<file path="src/rtl/async_fifo_pkg.sv">
// Shared constants and pointer-code helpers for both async FIFO controllers.
// Latency: none (constants and pure functions only).
// Backpressure: n/a.
//
// Holds the geometry (address width, pointer width, depth) and the Gray/binary
// conversions that must be identical on the write and read sides.
package async_fifo_pkg;

    localparam int ADDR_WIDTH = 7;
    localparam int PTR_WIDTH  = ADDR_WIDTH + 1;
    localparam int DEPTH      = 1 << ADDR_WIDTH;

    typedef logic [PTR_WIDTH-1:0] ptr_t;

    function automatic ptr_t bin2gray(input ptr_t bin);
        return bin ^ (bin >> 1);
    endfunction

    function automatic ptr_t gray2bin(input ptr_t gray);
        ptr_t bin;
        bin[PTR_WIDTH-1] = gray[PTR_WIDTH-1];
        for (int i = PTR_WIDTH - 2; i >= 0; i--) begin
            bin[i] = bin[i+1] ^ gray[i];
        end
        return bin;
    endfunction

endpackage

</file>
<file path="src/rtl/gray2bin_conv.sv">
// Gray-code to binary converter for a synchronized FIFO pointer.
// Latency: combinational, zero cycles.
// Backpressure: none; pure function of its input.
//
// Ports:
//   gray_i  Gray-coded pointer
//   bin_o   equivalent binary pointer
module gray2bin_conv #(
    parameter int PTR_WIDTH = 8
) (
    input  logic [PTR_WIDTH-1:0] gray_i,
    output logic [PTR_WIDTH-1:0] bin_o
);

    // Each binary bit is the XOR of all Gray bits at and above it; written as a
    // reduction per bit so there is no bit-to-bit combinational chain in one signal.
    for (genvar i = 0; i < PTR_WIDTH; i++) begin : g_bit
        assign bin_o[i] = ^gray_i[PTR_WIDTH-1:i];
    end

endmodule

</file>
<file path="src/rtl/async_fifo_write_ctrl.sv">
// Write-domain controller of the async FIFO: RAM address, Gray write pointer, full/level/overflow status.
// Latency: write_enable same cycle; address/pointer/status registered, valid after the accepting edge.
// Backpressure: full blocks writes in the same cycle it is seen; rejected writes only set sticky overflow.
//
// Ports:
//   clock_write, write_reset_n   write-domain clock and async active-low reset
//   write_increment              client write request (one word per cycle)
//   sync_read_pointer            Gray read pointer already synchronized to clock_write
//   overflow_clear               synchronous clear of sticky overflow
//   write_pointer, write_address Gray pointer to the read side, binary RAM address
//   write_enable                 RAM write strobe (write_increment & !full)
//   full, almost_full            registered status flags
//   write_level                  registered occupancy estimate, 0..DEPTH
//   overflow                     sticky: write attempted while full
module async_fifo_write_ctrl #(
    parameter int ADDR_WIDTH        = 7,
    parameter int ALMOST_FULL_LEVEL = 120
) (
    input  logic                  clock_write,
    input  logic                  write_reset_n,
    input  logic                  write_increment,
    input  logic [ADDR_WIDTH:0]   sync_read_pointer,
    input  logic                  overflow_clear,
    output logic [ADDR_WIDTH:0]   write_pointer,
    output logic [ADDR_WIDTH-1:0] write_address,
    output logic                  write_enable,
    output logic                  full,
    output logic                  almost_full,
    output logic [ADDR_WIDTH:0]   write_level,
    output logic                  overflow
);

    import async_fifo_pkg::*;

    localparam int PTR_W = ADDR_WIDTH + 1;
    localparam logic [PTR_W:0] AF_LEVEL = (PTR_W + 1)'(ALMOST_FULL_LEVEL);

    logic [PTR_W-1:0] wbin_q,  wbin_d;
    logic [PTR_W-1:0] wgray_q, wgray_d;
    logic [PTR_W-1:0] level_q, level_d;
    logic             full_q,  full_d;
    logic             afull_q, afull_d;
    logic             ovf_q,   ovf_d;
    logic [PTR_W-1:0] rbin;
    logic [PTR_W-1:0] full_match;

    gray2bin_conv #(
        .PTR_WIDTH (PTR_W)
    ) u_rptr_conv (
        .gray_i (sync_read_pointer),
        .bin_o  (rbin)
    );

    assign write_enable = write_increment & ~full_q;
    assign wbin_d       = wbin_q + PTR_W'(write_enable);

    // The shared helper is fixed to the package width; fall back to the
    // equivalent expression when this instance is built at another width.
    if (PTR_W == PTR_WIDTH) begin : g_gray_pkg
        assign wgray_d = bin2gray(wbin_d);
    end else begin : g_gray_local
        assign wgray_d = wbin_d ^ (wbin_d >> 1);
    end

    // In Gray code a pointer exactly one lap ahead differs from the read
    // pointer in its top two bits only.
    assign full_match = {~sync_read_pointer[PTR_W-1:PTR_W-2], sync_read_pointer[PTR_W-3:0]};
    assign full_d     = (wgray_d == full_match);

    // Modular difference; the extra pointer bit keeps DEPTH distinct from 0.
    assign level_d = wbin_d - rbin;
    assign afull_d = ({1'b0, level_d} >= AF_LEVEL);

    // Set takes priority over clear so a same-cycle overflow is never lost.
    assign ovf_d = (write_increment & full_q) | (ovf_q & ~overflow_clear);

    always_ff @(posedge clock_write or negedge write_reset_n) begin
        if (!write_reset_n) begin
            wbin_q  <= '0;
            wgray_q <= '0;
            level_q <= '0;
            full_q  <= 1'b0;
            afull_q <= 1'b0;
            ovf_q   <= 1'b0;
        end else begin
            wbin_q  <= wbin_d;
            wgray_q <= wgray_d;
            level_q <= level_d;
            full_q  <= full_d;
            afull_q <= afull_d;
            ovf_q   <= ovf_d;
        end
    end

    assign write_pointer = wgray_q;
    assign write_address = wbin_q[ADDR_WIDTH-1:0];
    assign full          = full_q;
    assign almost_full   = afull_q;
    assign write_level   = level_q;
    assign overflow      = ovf_q;

endmodule

</file>
<file path="config.mk">
export PLATFORM = sky130hd
export DESIGN_NAME = async_fifo_write_ctrl
export DESIGN_NICKNAME = d
export VERILOG_FILES = /design/src/rtl/async_fifo_pkg.sv /design/src/rtl/gray2bin_conv.sv /design/src/rtl/async_fifo_write_ctrl.sv
export SDC_FILE = /design/constraint.sdc
export NUM_CORES = 1
export LEC_CHECK = 0
export CAP_MARGIN = 0
export CORE_AREA = 3 3 62 64
export CTS_BUF_LIST = sky130_fd_sc_hd__clkbuf_8 sky130_fd_sc_hd__clkbuf_16
export DETAILED_ROUTE_END_ITERATION = 16
export DIE_AREA = 0 0 65 67
export PLACE_DENSITY = 0.79
export SLEW_MARGIN = 20
export SYNTH_ARGS = -nofsm -noshare
export SYNTH_HDL_FRONTEND = slang
export SYNTH_SLANG_ARGS = --single-unit
</file>
<file path="constraint.sdc">
create_clock -name clock_write -period 3.1 [get_ports clock_write]
set_input_delay 0.31 -clock clock_write [delete_from_list [all_inputs] [get_ports clock_write]]
set_output_delay 0.31 -clock clock_write [all_outputs]
set_load 0.01 [all_outputs]
</file>
==> results.json <==
{
  "setup_viol": 0,
  "outcome": "finished clean",
  "post_route_utilization_pct": 67.30,
  "dieArea_mm2": 0.004355,
  "rr_worst_depth": 12,
  "vias": 1163,
  "dominantRegCellSynth": "dfrtp_1",
  "final.min_clock_period_ns": 2.995,
  "finalWirelength_mm": 3.327,
  "buffer_ports.inserted": 38,
  "gr-total-overflow": 0,
  "design.final.nets": 221,
  "die_w_um": 65,
  "yosysTopAreaCellShare_pct": 45.61,
  "setup.worst_path.class": "input port to flop",
  "rel_slew_slack_pct": 68.68,
  "clkLatencyLatePin_ns": 0.27,
  "worstPathMaxFanout": 2,
  "netlist_top_cells_area": "dfrtp_1 (46%), xnor2_1 (12%), ha_1 (7.0%)",
  "via_per_inst": 4.747,
  "detail_route.iter0.violations": 60,
  "height_of_the_chip_um": 67,
  "h_tree_levels": 1,
  "io-pin-count": 39,
  "initial_utilization_pct": 42.74,
  "setup_tns_ns": 0,
  "min_period_over_period_pct": 96.63,
  "detailedRoute.firstPassIterationCount": 4,
  "post-route-drc-count": 0,
  "arrival_ns": 3.16,
  "final.setup_skew_ns": 0.006337,
  "design_power_total_uw": 2606,
  "rsz0062_at_grt": "no",
  "via_count_of_the_first_global_routing_pass": 1229,
  "place.detailed.hpwl_mm": 2.574,
  "antenna_found_initial": 0,
  "timing_worst_slew_pin_value_ns": 0.4665,
  "cp_data_required_time_ns": 3.26,
  "globalplace.congestion": 0.7477,
  "cp_slowest_stage_delay_ns": 0.45,
  "ys.warnings.count": 0,
  "grt_util_all_layers_pct": 17.09,
  "worst_hold_slack_across_all_endpoints_ns": 0.4138,
  "cts_root_buf": "clkbuf_8",
  "worst_path_cell_trace": "clkdlybuf4s50_1 -> inv_1 -> xnor3_2 -> xor2_2 -> xnor2_1 -> ha_2 -> inv_1 -> a21o_1 -> maj3_2 -> a21o_1 -> a41o_1 -> xnor2_2 -> a41o_1",
  "grt_pass1_wl_mm": 5.568,
  "critPathLaunchType": "input port",
  "synth_area_leader_cell": "dfrtp_1",
  "placeableCoreArea_mm2": 0.003337,
  "power.density_cell_area_mw_per_mm2": 1161,
  "finalMaxSlewViolations": 0,
  "drv.max_cap_violation_count": 0,
  "cts_buffer_depth": 2,
  "cp_slowest_cell": "clkdlybuf4s50_1",
  "synth.distinct_cells": 28,
  "final_layout_size_suffix_gt1_share_pct": 28.64,
  "yosys_register_bits": 26,
  "hold_violations": 0,
  "route.detailed.wl_per_inst_um": 13.58,
  "clkSlewWorstSetupHoldPaths_ns": 0.09,
  "num_antenna_cells": 0,
  "cts_tree": "done",
  "ctsHoldBuffers": 0,
  "pin_count_of_the_biggest_net_entering_global_routing": 27,
  "worstSetupEndpointType": "flop",
  "most_frequently_used_cell_type_in_the_post_synthesis_netlist": "dfrtp_1",
  "syn_area_mm2": 0.001426,
  "std_cell_rows": 21,
  "async_flop_share_pct": 100.0,
  "area_growth_from_synthesis_to_layout_pct": 57.46,
  "cts_num_sinks": 26,
  "path_category_of_the_worst_min_delay_check": "input port to async pin",
  "total_leakage_power_uw": 0.001044,
  "postRouteAntennaNets": 0,
  "cts_inserted_buffers": 3,
  "post_synthesis_average_cell_area_um2": 11.50,
  "post_synth_most_frequent_cells": "dfrtp_1 (26), xnor2_1 (20), inv_1 (15), xor2_1 (11), ha_1 (8)",
  "synthCells": 124,
  "vdd.ir_drop.worst_uv": 453.7,
  "synth-seq-area-share_pct": 45.61,
  "timing.fmax_ghz": 0.3338,
  "mappedNetlistNets": 145,
  "synth_edf_count": 0
}
## cells in the final DEF (no fill, tap or decap), types with 2 or more instances in the layout
| cell type | synthesis | routed |
|---|---|---|
| a21oi_2 | 1 | 2 |
| nor2_1 | 5 | 5 |
| inv_1 | 15 | 14 |
| ha_2 | 0 | 2 |
| clkbuf_8 | 0 | 4 |
| xor2_2 | 0 | 2 |
| ha_4 | 0 | 3 |
| a21o_1 | 3 | 3 |
| clkdlybuf4s50_1 | 0 | 35 |
| ha_1 | 8 | 3 |
| maj3_2 | 2 | 2 |
| a41o_1 | 2 | 2 |
| xor2_1 | 11 | 9 |
| nand2_1 | 7 | 7 |
| nand3_1 | 6 | 6 |
| buf_4 | 0 | 33 |
| o21ai_0 | 2 | 2 |
| xnor2_1 | 20 | 20 |
| dfrtp_1 | 26 | 26 |
## where the power goes
part | internal (µW) | total, µW | switching, µW | leakage, µW
logic | 1020 | 1800 | 783 | 0.000697
registers | 506 | 591 | 85.0 | 0.000318
clock network | 113 | 213 | 99.2 | 0.0000288
total | 1640 | 2610 | 967 | 0.00104
## through the flow
step / cell area, µm² / setup WS [ns] / cells
floorplan: 1436 / 0.01932 / 124
finish: 2246 / 0.1046 / 245
global placement: 2077 / -0.3913 / 235
detailed placement: 2077 / -0.5636 / 235
CTS: 2196 / 0.01693 / 243
global route: 2246 / 0.005696 / 245
## sequential cells by signal, summed over array words and instances, names as in the netlist
name,count
full,1
overflow,1
almost_full,1
write_pointer,7
write_level,8
wbin_q,8
## final timing paths
path | slack, ns | endpoint | startpoint
setup / recovery | 0.10 | almost_full | sync_read_pointer[4]
hold / removal | 0.41 | write_pointer[3] | write_reset_n
setup reg to reg | 0.35 | almost_full | full
hold reg to reg | 0.55 | overflow | overflow
max in group asynchronous | 2.44 | full | write_reset_n
min in group clock_write | 0.55 | overflow | overflow
## worst max-delay path: cells and delay by family
family / cells / cell delay, ns
AOI/OAI and AO/OA: 4 / 0.77
buffers and inverters: 3 / 0.59
xor gates and xnor gates: 4 / 0.98
adders and majority gates: 2 / 0.53
## cells by family (layout without fill, tap and decap cells)
| family | after synthesis | after routing | share of synthesized area, % |
|---|---|---|---|
| xor+xnor | 35 | 35 | 25.53 |
| compound gates | 12 | 12 | 6.404 |
| fa+ha+maj | 11 | 11 | 10.00 |
| simple gates | 25 | 25 | 8.510 |
| buf+inv | 15 | 90 | 3.947 |
| flops | 26 | 26 | 45.61 |
## area by class of cell
class / count / area [µm²]
inverter: 15 / 56.30
tap: 46 / 57.56
sequential: 26 / 650.6
multi-input combinational: 83 / 802.0
fill: 245 / 1091
timing repair buffer: 71 / 624.3
clock buffer: 4 / 55.05
## timing repair
| action | CTS | global route |
|---|---|---|
| setup buffers | 4 | 2 |
| pin swaps | 5 | 14 |
| resized for setup | 9 | 10 |
| endpoints found under the setup margin | 3 | 2 |
## per-layer routing
| metal | vias to the layer above | routed length, µm | track usage [%] |
|---|---|---|---|
| met1 | 568 | 1323 | 17.96 |
| li1 | 555 | - | - |
| met5 | - | 0 | 0 |
| met4 | 0 | 73 | 7.124 |
| met3 | 9 | 108 | 2.530 |
| met2 | 31 | 1821 | 33.46 |
(Power assumes the default switching activity.)
